`config.mk`:
```
export PLATFORM = sky130hd
export DESIGN_NAME = ifu_fetch
export DESIGN_NICKNAME = d
export VERILOG_FILES = /design/src/rtl/ifu_fetch.sv
export SDC_FILE = /design/constraint.sdc
export NUM_CORES = 1
export LEC_CHECK = 0
export ABC_AREA = 1
export BUFFER_PORTS_ARGS = -buffer_cell sky130_fd_sc_hd__clkbuf_2
export CAP_MARGIN = 15
export CORE_ASPECT_RATIO = 1.5
export CORE_MARGIN = 2
export CORE_UTILIZATION = 50
export DETAILED_ROUTE_END_ITERATION = 16
export GPL_TIMING_DRIVEN = 0
export PLACE_DENSITY_LB_ADDON = 0.25
export SLEW_MARGIN = 40
export SYNTH_ARGS = -nofsm -noshare
export SYNTH_HDL_FRONTEND = slang
export SYNTH_SLANG_ARGS = --single-unit
```
`constraint.sdc`:
```
create_clock -name clk -period 10.95 [get_ports clk]
set_input_delay 1.095 -clock clk [delete_from_list [all_inputs] [get_ports clk]]
set_output_delay 1.095 -clock clk [all_outputs]
set_load 0.05 [all_outputs]
```
`src/rtl/ifu_fetch.sv`:
```
// Instruction fetch unit: owns the PC and keeps one request outstanding on the instruction bus.
// It hands each fetched word to decode with a single-cycle strobe and drops fetches made stale by a redirect.
module ifu_fetch #(
    parameter logic [63:0] PC_RESET  = 64'h0000_0000_8000_0000,
    parameter logic [31:0] NOP_INSTR = 32'h0000_0013
) (
    input  logic        clk,
    input  logic        rst,
    input  logic        redirect,
    input  logic [63:0] redirect_pc,
    input  logic        stall,
    output logic        ibus_req,
    output logic [63:0] ibus_addr,
    input  logic        ibus_ready,
    input  logic        ibus_rvalid,
    input  logic [31:0] ibus_rdata,
    output logic [31:0] instr,
    output logic [63:0] instr_pc,
    output logic        idu_valid,
    output logic        fetch_err
);

    typedef enum logic [2:0] {
        S_IDLE,
        S_REQ,
        S_WAIT,
        S_DELIVER,
        S_HALT
    } state_t;

    state_t      state;
    state_t      state_nxt;
    logic [63:0] pc;
    logic [63:0] pc_nxt;
    logic [63:0] pend_pc;
    logic [63:0] pend_nxt;
    logic        kill;
    logic        kill_nxt;
    logic        err;
    logic        err_nxt;
    logic        vld_nxt;
    logic        ferr_nxt;
    logic [31:0] instr_nxt;
    logic [63:0] instr_pc_nxt;
    logic        misaligned;

    assign misaligned = (pc[1:0] != 2'b00);

    // A misaligned PC never reaches the bus; the REQ cycle is spent routing it to error delivery.
    assign ibus_req  = (state == S_REQ) && !misaligned;
    assign ibus_addr = pc;

    always_ff @(posedge clk) begin
        if (rst) begin
            state     <= S_IDLE;
            pc        <= PC_RESET;
            kill      <= 1'b0;
            err       <= 1'b0;
            idu_valid <= 1'b0;
            fetch_err <= 1'b0;
            instr     <= NOP_INSTR;
            instr_pc  <= PC_RESET;
        end else begin
            state     <= state_nxt;
            pc        <= pc_nxt;
            kill      <= kill_nxt;
            err       <= err_nxt;
            idu_valid <= vld_nxt;
            fetch_err <= ferr_nxt;
            instr     <= instr_nxt;
            instr_pc  <= instr_pc_nxt;
        end
    end

    // Redirect target parked while a killed fetch drains; only meaningful when kill is set.
    always_ff @(posedge clk) begin
        pend_pc <= pend_nxt;
    end

    always_comb begin
        state_nxt    = state;
        pc_nxt       = pc;
        pend_nxt     = pend_pc;
        kill_nxt     = kill;
        err_nxt      = err;
        vld_nxt      = 1'b0;
        ferr_nxt     = 1'b0;
        instr_nxt    = instr;
        instr_pc_nxt = instr_pc;

        case (state)
            S_IDLE: begin
                if (redirect) begin
                    pc_nxt = redirect_pc;
                end
                state_nxt = S_REQ;
            end

            S_REQ: begin
                if (misaligned) begin
                    if (redirect) begin
                        pc_nxt = redirect_pc;
                    end else begin
                        err_nxt   = 1'b1;
                        state_nxt = S_DELIVER;
                    end
                end else begin
                    // Address must hold until accepted, so a redirect here only arms the kill.
                    if (redirect) begin
                        kill_nxt = 1'b1;
                        pend_nxt = redirect_pc;
                    end
                    if (ibus_ready) begin
                        state_nxt = S_WAIT;
                    end
                end
            end

            S_WAIT: begin
                if (redirect && ibus_rvalid) begin
                    kill_nxt  = 1'b0;
                    pc_nxt    = redirect_pc;
                    state_nxt = S_REQ;
                end else if (redirect) begin
                    kill_nxt = 1'b1;
                    pend_nxt = redirect_pc;
                end else if (ibus_rvalid) begin
                    if (kill) begin
                        kill_nxt  = 1'b0;
                        pc_nxt    = pend_pc;
                        state_nxt = S_REQ;
                    end else begin
                        instr_nxt    = ibus_rdata;
                        instr_pc_nxt = pc;
                        state_nxt    = S_DELIVER;
                    end
                end
            end

            S_DELIVER: begin
                if (redirect) begin
                    err_nxt   = 1'b0;
                    pc_nxt    = redirect_pc;
                    state_nxt = S_REQ;
                end else if (!stall) begin
                    vld_nxt = 1'b1;
                    if (err) begin
                        ferr_nxt     = 1'b1;
                        instr_nxt    = NOP_INSTR;
                        instr_pc_nxt = pc;
                        state_nxt    = S_HALT;
                    end else begin
                        pc_nxt    = pc + 64'd4;
                        state_nxt = S_REQ;
                    end
                end
            end

            S_HALT: begin
                if (redirect) begin
                    err_nxt   = 1'b0;
                    pc_nxt    = redirect_pc;
                    state_nxt = S_REQ;
                end
            end

            default: begin
                state_nxt = S_IDLE;
            end
        endcase
    end

endmodule

```
# Word-level counts from Yosys, hierarchy flattened
# Cells that the tools add are included.
# word_totals
regBits,231
latchBits,0
ramBits,0
rom_bits,0
out_inout_bits,163
word_cells,109
mem_count,0
# classes
addsub,1
n_mul,0
n_div,0
order_cmp,0
n_eq_ne,25
shift,0
mux,54
n_bitwise,1
reduce_logical,19
# op_table
op,count
64-bit 2-to-1 mux,19
64-bit one-hot mux with 2 select lines,2
64-bit one-hot mux with 4 select lines,1
32-bit 2-to-1 mux,7
64-bit by 3-bit adder with 64-bit output (second input constant),1
32-bit one-hot mux with 2 select lines,1
3-bit 2-to-1 mux,10
2-bit != test (second input constant),12
3-bit != test (second input constant),7
3-bit one-hot mux with 5 select lines,1
1-bit 2-to-1 mux,10
4-bit AND reduction,2
8-bit AND reduction,1
2-bit nonzero test,4
7-bit AND reduction,1
3-bit by 2-bit == test with 1-bit output (second input constant),2
6-bit AND reduction,1
4-bit != test (second input constant),1
1-bit one-hot mux with 2 select lines,2
4-bit nonzero test,1
2-bit OR reduction,2
4-bit OR reduction,1
3-bit by 1-bit == test with 1-bit output (second input constant),1
3-bit == test (second input constant),1
other kinds (8),9

# Depth between registers and ports, before layout
# Gate-level depths: netlist of run 1.
# depth
depth_word,5
mapped_depth,14
ltp_nobuf,13

# Worst setup path after synthesis of run 1
# Ideal clock, no wire load.
# synth_timing
kind,input port to flip-flop
start,input redirect
end,"register pend_pc[0], enable pin"
setup_time_ns,0.486
arrival_time_ns,4.468
required_time_ns,10.464
path_slack_ns,5.995
cell_stages,7
cell_sequence,buf_2 > nand2_1 > inv_1 > nand2_1 > inv_1 > clkbuf_1 > nor2_1
# synth_via
elab_chain_cells,3
# synth_lines
element,line,source
start: declaration,9,"input logic redirect,"
1-bit logical AND,120,if (redirect && ibus_rvalid) begin
2-bit != test (no source line),n/a,
3-bit AND reduction (no source line),n/a,
end signal: assignment,77,pend_pc <= pend_nxt;
end: declaration,35,logic [63:0] pend_pc;
# No other way between the ends.
# A chain may end at the register's enable or synchronous reset.

# Final worst setup path of run 1
# layout_timing
start,register state[0]
end,output ibus_req
# layout_via
elab_chain_cells,2
# layout_lines
element,line,source
start: declaration,31,state_t state;
start signal: assignment,64,state <= state_nxt;
3-bit by 1-bit == test with 1-bit output,50,assign ibus_req = (state == S_REQ) && !misaligned;
1-bit logical AND,50,
end: declaration,12,"output logic ibus_req,"
# No other way between the ends.

==> run summary, run 1 <==
The run finished with clean final reports. The time the worst path needs with I/O delays and setup is 2.961 ns. The number of nets in the synthesized netlist is 1609. Setup violations remaining at the end of the flow were counted as 0. The final HPWL from detailed placement is approximately 35 mm.

The path length in cells of the critical path is 5. The CTS tree is built. The total negative slack for setup checks is 0 ns.

During synthesis, Yosys emitted a total of 0 warnings. The number of remaining DRC errors came out at 0. The xor-xnor portion of the synthesized cell area came out at 0.01636. The count of vias placed by the detailed router came out at 11970. Counting cells, the worst reg-to-reg path comes to 12. The hold violation total from the final report came out at 0. approximately 270 I/O pins were placed. The global-route wire length before repair is ~66 mm. The fraction of layout cells with a size suffix above 1 came out at 0.1980. The slack of the critical path is approximately 8 ns. The worst pin sits at a relative slew slack of 0.4478. The fraction of the mapped netlist area in compound gates is 0.1807.

In the final layout, the multi-input gates occupy 0.004972 sq mm. Synthesis handed over a netlist of about 1500 instances. The total overflow left after global routing is 0.

The number of antenna violations at the first check in global routing is 3. The worst clock skew on the final layout came out at about 0.012 ns. The maximum clock rate is between 300 and 400 MHz. In this run the deepest clock path goes through 3 buffers.

The worst voltage drop across the vdd grid came out at about 180 uV. The die is roughly 130 um wide. The number of buffers created by CTS came out at 23. The type of the worst min-delay path is register to register. Setup repair after global routing left no endpoint under its margin. The transition time at the pin with the least slew margin is roughly 0.83 ns. In this run the most critical hold path is launched from instr[5].

The critical path starts at state[0]. The global-route total usage across every layer came out at 0.3622. The slowest stage of the critical path belongs to the cell sky130_fd_sc_hd__dfxtp_1. The kind of start point of the critical path is a register. The number of design-rule violations left by the first detailed-router iteration is roughly 840.

The sequential-to-total area share from yosys stat is 0.4683. The via density per instance came out at ~5.7. The worst reg-to-reg setup slack came out at 8.18 ns.

Routability-driven placement finished with a final weighted congestion of around 1.0. For this configuration, the core starts out at a cell density of 0.5061. For this design, the CTS-stage hold fixing added 0 buffers. In this run the cell area of the synthesized design comes to ~0.011 sq mm. The simple logic cell fraction of the synthesized area came out at 0.2434. The net count of the finished layout is 1901.

For the worst setup path, the data required time is 9.86 ns. The H-tree depth reported by CTS is 1. Dividing the final minimum period by the clock period gives 0.2704.

STA classifies the critical path endpoint as an output pin. Synthesis inferred roughly 230 register bits. The remaining number of nets flagged by the antenna check after routing came out at 0. The area inside the core boundary is between 0.02 and 0.025 sq mm. The static leakage power is 0.005875 uW. The worst setup path is of the register to output pin kind. By area, the combinational part of the netlist is dominated by simple AND/OR/NAND/NOR gates. The number of setup buffers added after CTS is 0.

The via count of the first global-routing pass came out at between 10000 and 15000. Fill cells in the final layout number 2125. The routed wire length is between 40 and 50 mm. The tree is rooted in a sky130_fd_sc_hd__clkbuf_16. The quantity of I/O buffers inserted on ports came out at between 200 and 300. The data arrival time of the worst path came out at roughly 1.9 ns.

The later pin in the worst-skew pair is clocked with a latency of ~0.53 ns. Clock-pin slew was measured on the worst setup and hold paths at 0.06 ns. Once the clock tree was built, the resizer swapped 0 gates to a different size. Max-cap violations in this run came to 0. The family of cells with the greatest summed delay on the critical path is buffers and inverters.

The y dimension of the die came out at 187.7 um. The distinct cell type count after synthesis came out at 39. The register cell area after layout came out at 0.005265 sq mm.

The site row count is 67. The worst register-to-register path ends at ibus_addr[42]. The first-pass detailed-route iteration total came out at 5.

The number of buffer and inverter stages on the critical path is 3. On the final layout, the worst hold slack is roughly 0.46 ns. The average wire length per cell after detail routing is around 21 um. The count of pins over their slew limit came to 0.

The worst register-to-register path begins at ibus_addr[2]. In this run the worst setup path terminates at ibus_req. The largest fanout on the critical path is 5. The power density over the cells is between 300 and 400 mW/mm^2.

The critical path goes through inv_2 -> nor3_2 -> nand2_1 -> inv_1 -> clkbuf_2. The portion of synthesized area spent on multiplexers is 0. The worst slack at placement came out at 7.652 ns.

The die covers between 0.02 and 0.025 sq mm. The synthesized area per cell is about 7.5 sq um. The clock net in this run drives a total of roughly 230 sinks. The largest net degree at the start of global routing came out at 20.

The largest stage delay on the critical path came out at between 0.4 and 0.5 ns. The layout-stage area growth over the synthesis result is 21.83%. The post-synthesis share of cell area spent on full adders, half adders and majority gates came out at 0.001113.
[placed cells by master, fill, tap and decap left out, types with 8 or more instances in the layout]
master,count
sky130_fd_sc_hd__a21oi_1,194
sky130_fd_sc_hd__a22o_1,10
sky130_fd_sc_hd__a22oi_1,28
sky130_fd_sc_hd__buf_2,26
sky130_fd_sc_hd__buf_6,11
sky130_fd_sc_hd__clkbuf_1,35
sky130_fd_sc_hd__clkbuf_16,23
sky130_fd_sc_hd__clkbuf_2,267
sky130_fd_sc_hd__dfxtp_1,167
sky130_fd_sc_hd__edfxtp_1,64
sky130_fd_sc_hd__inv_1,152
sky130_fd_sc_hd__nand2_1,317
sky130_fd_sc_hd__nand3_1,122
sky130_fd_sc_hd__nand4_1,22
sky130_fd_sc_hd__nor2_1,161
sky130_fd_sc_hd__nor3_1,8
sky130_fd_sc_hd__o211ai_1,17
sky130_fd_sc_hd__o21ai_0,107
sky130_fd_sc_hd__xor2_1,19
[synthesized netlist by cell type]
master	number	area (sq um)
sky130_fd_sc_hd__a221oi_1	2	17.52
sky130_fd_sc_hd__nand3b_1	3	22.52
sky130_fd_sc_hd__nor2_1	162	608.1
sky130_fd_sc_hd__nand2_4	2	22.52
sky130_fd_sc_hd__nor3_2	1	10.01
sky130_fd_sc_hd__nor2_2	4	25.02
sky130_fd_sc_hd__o21bai_1	2	15.01
sky130_fd_sc_hd__a211oi_1	4	30.03
sky130_fd_sc_hd__a21oi_1	194	970.9
sky130_fd_sc_hd__edfxtp_1	64	1922
sky130_fd_sc_hd__ha_1	1	12.51
sky130_fd_sc_hd__o21ai_0	107	535.5
sky130_fd_sc_hd__clkinv_1	2	7.510
sky130_fd_sc_hd__a22oi_1	28	210.2
sky130_fd_sc_hd__xnor2_1	2	17.52
sky130_fd_sc_hd__a22o_1	10	87.58
sky130_fd_sc_hd__nand3_4	2	35.03
sky130_fd_sc_hd__a31oi_1	1	6.260
sky130_fd_sc_hd__clkbuf_2	4	20.02
sky130_fd_sc_hd__o211ai_1	17	127.6
sky130_fd_sc_hd__o21a_1	1	7.510
sky130_fd_sc_hd__buf_1	5	18.77
sky130_fd_sc_hd__nor4_1	1	6.260
sky130_fd_sc_hd__xor2_1	19	166.4
sky130_fd_sc_hd__a32oi_1	1	8.760
sky130_fd_sc_hd__nand2_2	1	6.260
sky130_fd_sc_hd__nand4_1	22	137.6
sky130_fd_sc_hd__nor2_4	2	22.52
sky130_fd_sc_hd__buf_4	2	15.01
sky130_fd_sc_hd__nand3_1	122	610.6
sky130_fd_sc_hd__o21ai_1	3	15.01
sky130_fd_sc_hd__inv_1	152	570.6
sky130_fd_sc_hd__nor3_1	8	40.04
sky130_fd_sc_hd__dfxtp_1	167	3343
sky130_fd_sc_hd__nand2_1	317	1190
sky130_fd_sc_hd__inv_2	5	18.77
sky130_fd_sc_hd__clkbuf_1	29	108.9
sky130_fd_sc_hd__buf_2	26	130.1
sky130_fd_sc_hd__buf_6	11	123.9
[area by class of cell]
| class | instances | area share |
|---|---|---|
| Clock buffer | 32 | 0.04668 |
| Multi-Input combinational cell | 1039 | 0.3630 |
| Timing Repair Buffer | 267 | 0.1014 |
| Tap cell | 276 | 0.02521 |
| Antenna cell | 2 | 0.0003654 |
| Inverter | 159 | 0.04357 |
| Clock inverter | 8 | 0.005024 |
| Sequential cell | 231 | 0.3844 |
| Buffer | 77 | 0.03042 |
[state kept, by name, summed over array words and instances (netlist names)]
name	cells
instr_pc	64
idu_valid	1
state	3
fetch_err	1
ibus_addr	64
kill	1
err	1
instr	32
pend_pc	64
[worst min-delay path by stage]
stage / to / slack (ns) / cells after the start
after floorplan: ibus_addr[5] / 0.48 / 2
after global placement: instr[4] / 0.44 / 2
after detailed placement: instr[1] / 0.45 / 2
after CTS: instr[9] / 0.46 / 2
after global routing: instr[14] / 0.48 / 2
final: instr[5] / 0.46 / 2
[tightest hold or removal path, cell delays in order (launching register included)]
cell	delay (ns)
sky130_fd_sc_hd__dfxtp_1	0.31
sky130_fd_sc_hd__nand2_1	0.06
sky130_fd_sc_hd__a21oi_1	0.05
[routing by layer]
metal,share of wire,track usage,vias up,routed length (um)
li1,-,-,5631,-
met1,0.35,0.3934,5653,15880
met2,0.52,0.6615,542,23100
met3,0.066,0.05050,145,2962
met4,0.063,0.2101,2,2844
met5,0.00029,0,-,13
[power by group]
group / switching [uW] / leakage, uW / total, uW / internal, uW
combinational: 1500 / 0.00357 / 1980 / 487
sequential: 276 / 0.00196 / 1420 / 1140
clock: 337 / 0.000347 / 768 / 430
[cell families after synthesis]
logic type | count (synthesis)
buf+inv | 236
xor+xnor | 21
compound gates | 370
simple gates | 647
flops | 231
fa+ha+maj | 1
[per-stage QoR]
step | power (uW) | std cells | area [sq um] | util
2_1_floorplan | 2751 | 1506 | 11240 | -
3_3_place_gp | 3342 | 2045 | 12900 | 0.5809
3_5_place_dp | 3384 | 2049 | 12990 | 0.5845
4_1_cts | 4149 | 2089 | 13690 | 0.6164
5_1_grt | 4351 | 2091 | 13700 | 0.6166
6_report | 4168 | 2091 | 13700 | 0.6166
(Power assumes the default switching activity.)
==> run 2: changes to the inputs <==
--- a/config.mk
+++ b/config.mk
@@ -5,7 +5,7 @@
 export SDC_FILE = /design/constraint.sdc
 export NUM_CORES = 1
 export LEC_CHECK = 0
-export ABC_AREA = 1
+export ABC_AREA = 0
 export BUFFER_PORTS_ARGS = -buffer_cell sky130_fd_sc_hd__clkbuf_2
 export CAP_MARGIN = 15
 export CORE_ASPECT_RATIO = 1.5
==> constraint.sdc (replaced) <==
create_clock -name clk -period 3 [get_ports clk]
set_input_delay 0.3 -clock clk [delete_from_list [all_inputs] [get_ports clk]]
set_output_delay 0.3 -clock clk [all_outputs]
set_load 0.05 [all_outputs]
==> run 2 against run 1 <==
Worst hold slack got worse by 0.45 ns. Die area fell by 7.9%. Power rose to 2.8 times the previous value. Utilization rose by 4.4 points. Via count fell by 8.5%. Clock-buffer cell count rose by 4. Synthesized area fell by 8.1%. Sequential power rose to 3.2 times the previous value. Sequential cell count did not move. Critical endpoint is now instr_pc[21]. Final cell count fell by 14%. Final area fell by 1.8%. Setup slack got worse by 7.9 ns. Critical path type is now register to register.
==> run summary, run 2 <==
The sequential-to-total area share from yosys stat came out at 0.5096 (+0.04128). The transition time at the pin with the least slew margin came out at 0.9090 ns (+0.08067 ns). The worst setup path is launched from a register.

The post-synthesis share of cell area spent on full adders, half adders and majority gates came out at 0.001211 (+0.00009810). The most instantiated flip-flop cell in the synthesis netlist is sky130_fd_sc_hd__dfxtp_1. The worst reg-to-reg setup slack is 0.11 ns (-8.07 ns).

The global routing met1 resource utilization came out at 0.4177 (+0.02438). The count of pins over their slew limit is 0 (unchanged). Subtracting the final worst setup slack from the clock period gives ~2.9 ns. Among all cell types in the netlist, the one instantiated most often is sky130_fd_sc_hd__nand2_1.

The power density over the cells was 874.0 mW/mm^2 (+190%). The area inside the core boundary is 0.02034 sq mm (-8.4%). The worst setup path is captured at a register. The xor-xnor portion of the synthesized cell area came to 0 (-0.01636). In this run the critical register-to-register path is launched from state[0]. The final cell area excluding filler cells came out at 0.01345 sq mm (-1.8%).

By area the synthesized netlist is led by sky130_fd_sc_hd__dfxtp_1 32%, sky130_fd_sc_hd__edfxtp_1 19%, sky130_fd_sc_hd__nand2_1 7.5%, sky130_fd_sc_hd__a21oi_1 6.3%, sky130_fd_sc_hd__o21ai_0 3.5%. Counting instances in the post-synthesis netlist gives the leading cell types as 206 x sky130_fd_sc_hd__nand2_1, 167 x sky130_fd_sc_hd__dfxtp_1, 130 x sky130_fd_sc_hd__a21oi_1, 72 x sky130_fd_sc_hd__o21ai_0, 65 x sky130_fd_sc_hd__clkbuf_1. The y dimension of the die is 180.1 um (-4.0%). The fraction of the mapped netlist area in compound gates is 0.2272 (+0.04645).

The required time of the worst setup path came to 3.44 ns (-6.42 ns). The simple logic cell fraction of the synthesized area came out at 0.2103 (-0.03304). The worst slew margin relative to its limit came out at 0.3940 (-0.05378).

The via count of the first global-routing pass was 10360 (-10%). The worst clock skew on the final layout is 0.01751 ns (+0.005777 ns). The CTS sink count is 231 (unchanged). The distinct cell type count after synthesis is 71 (+82%).

The met2 track demand over resource in global routing came to 0.5876 (-0.07382). The cell count after synthesis came to 1167 (-23%). The count of synthesis-stage warnings from yosys is 0 (unchanged). The remaining number of nets flagged by the antenna check after routing came out at 0 (unchanged). The largest fanout on the critical path came out at 10 (+5). The post-CTS clock slew at the launch and capture registers of the worst setup and hold paths is 0.06 ns (about the same). The overall overflow remaining after global route came to 0 (unchanged).

The global-route total usage across every layer came to 0.3423 (-0.01997). The number of enable-type register cells in the synthesized netlist is 64 (unchanged). The worst slack at placement came to -0.01197 ns (-7.664 ns).

The cell type with the largest total area after synthesis is sky130_fd_sc_hd__dfxtp_1. The insertion delay to the later sink of the worst-skew pair came out at 0.52 ns (about the same). The endpoint identified for the worst register-to-register timing path is instr_pc[21]. The post-placement cell area is 0.01201 sq mm (-7.5%). The synthesized area per cell was 8.854 sq um (+19%).

The number of remaining DRC errors is 0 (unchanged). The layout-stage area growth over the synthesis result came out at 30.13%. The number of buffers created by CTS came out at 23 (unchanged).

The data arrival time of the worst path came to 3.33 ns (+1.46 ns). The first-pass detailed-route iteration total came to 5 (unchanged). The slack of the critical path was 0.1119 ns (-7.877 ns). The post-route worst hold slack came to 0.01712 ns (-0.4461 ns). In the layout the commonest cells are 265 x sky130_fd_sc_hd__clkbuf_2, 206 x sky130_fd_sc_hd__nand2_1, 167 x sky130_fd_sc_hd__dfxtp_1, 130 x sky130_fd_sc_hd__a21oi_1, 72 x sky130_fd_sc_hd__o21ai_0. The routed wire length came out at 38.92 mm (-13%). The worst voltage drop across the vdd grid came out at 533.0 uV (+190%). By area, the combinational part of the netlist is dominated by compound AO/OA/AOI/OAI gates.

The static leakage power came out at 0.005179 uW (-12%). The root buffer cell is sky130_fd_sc_hd__clkbuf_16. The global-route wire length before repair came out at 58.51 mm (-11%). The final setup violation count came out at 0 (unchanged). The maximum clock rate came out at ~350 MHz. The final HPWL from detailed placement is 27.72 mm (-21%). Leaving out fill and tap cells, the most frequent cell in the layout is sky130_fd_sc_hd__clkbuf_2. The path class of the tightest hold or removal check is input port to register. Setup repair after global routing could not meet its margin everywhere.

The initial core utilization is 0.5080 (+0.001886). The I/O pin total is 265 (unchanged). The run finished with clean final reports. The die boundary width is 121.4 um (-4.0%). The end point of the critical path is instr_pc[21].

The hold violation total from the final report came out at 0 (unchanged). The post-synthesis instance area was 0.01033 sq mm (-8.1%). The largest net degree at the start of global routing came out at 34 (+70%). met2 is the most crowded layer.

The global-route track usage on met3 came to 0.04905 (-0.001449). In this run the worst setup path begins at state[0]. The number of antenna violations at the first check in global routing came out at 1 (-2). The fraction of post-synthesis cell area in the top cell type by area came out at 0.3236 (+0.02621).

The via density per instance came out at 6.091 (+6.4%). The routability congestion estimate from global placement came to 0.9528 (-6.2%). The fraction of layout cells with a size suffix above 1 came out at 0.2288 (+0.03080). The multiplexer area fraction after synthesis was 0.007750 (+0.007750). The hold path startpoint is stall.

The number of instances on the worst hold path came out at 2 (unchanged). TritonCTS built the clock tree. The core occupancy in the finished layout came out at 0.6610 (+0.04443).

The total of flip-flops plus latches after synthesis is 231 (unchanged). The post-synthesis async set-or-reset flop share came to 0 (unchanged). The H-tree depth reported by CTS was 1 (unchanged). The site row count is 64 (-4.5%). The count of max-cap constraint violations came out at 0 (unchanged). The average wire length per cell after detail routing came to 21.63 um (+0.99%). Dividing the final minimum period by the clock period gives 0.9627. The quantity of I/O buffers inserted on ports is 263 (unchanged).

The maximum buffer depth of the clock tree is 3 (unchanged). The final net count is 1621 (-15%). The die outline area came out at 0.02185 sq mm (-7.9%). The path type of the worst setup path is register to register.

The number of cells on the worst reg-to-reg path is 7 (-5). The number of setup buffers added after CTS is 0 (unchanged). The count of vias placed by the detailed router is 10960 (-8.5%). The number of design-rule violations left by the first detailed-router iteration came out at 1200 (+43%). The net count of the mapped netlist came out at 1270 (-21%).
## run 2: logic make-up after synthesis
group | after synthesis
AO/OA/AOI/OAI | 366
adder cells (fa/ha/maj) | 1
buffers and inverters | 107
flip-flops | 231
multiplexers | 8
AND/OR/NAND/NOR | 454
## run 2: worst min path at each step
stage | end | slack, ns
final | idu_valid | 0.02
after global routing | pend_pc[14] | 0.01
after CTS | pend_pc[23] | 0.0003
after detailed placement | instr[27] | 0.44
after global placement | instr[6] | 0.44
after floorplan | idu_valid | 0.38
## run 2: area by class of cell
type	instances	area (sq um)
Tap cell	264	330.3
Inverter	9	33.78
Clock buffer	36	706.9
Fill cell	1744	6894
Clock inverter	5	65.06
Sequential cell	231	5265
Multi-Input combinational cell	829	4662
Antenna cell	1	2.502
Timing Repair Buffer	326	1957
Buffer	98	422.9
## run 2: where the power goes
part	internal [uW]	total, uW	switching, uW	leakage (uW)
clock	1710	2950	1230	0.000378
combinational	1150	4320	3170	0.00286
sequential	3790	4490	701	0.00195
## run 2: metrics by stage
stage / TNS [ns] / instances / total power [uW]
after global placement: 0 / 1694 / 8601
after global routing: -0.02626 / 1799 / 12170
after floorplan: 0 / 1167 / 7225
final: 0 / 1799 / 11750
after CTS: 0 / 1797 / 11650
after detailed placement: -0.01197 / 1695 / 8670
## run 2: worst max-delay path: stages (launching register included)
cell	delay, ns
sky130_fd_sc_hd__dfxtp_1	0.37
sky130_fd_sc_hd__clkbuf_1	0.24
sky130_fd_sc_hd__or3_1	0.46
sky130_fd_sc_hd__a211oi_4	0.56
sky130_fd_sc_hd__buf_2	0.36
sky130_fd_sc_hd__buf_1	0.50
sky130_fd_sc_hd__nand2_1	0.14
sky130_fd_sc_hd__a21oi_1	0.17
## run 2: what timing repair did
action,4_1_cts,5_1_grt
hold buffers,61,1
pin swaps,0,1
gates resized for setup,1,8
setup endpoints to repair,1,55
endpoints found under the hold margin,61,1
## run 2: metal layers
metal | share of wire | up-vias
met5 | 0 | -
met4 | 0.049 | 0
met3 | 0.080 | 117
met2 | 0.50 | 569
met1 | 0.37 | 5234
li1 | - | 5038
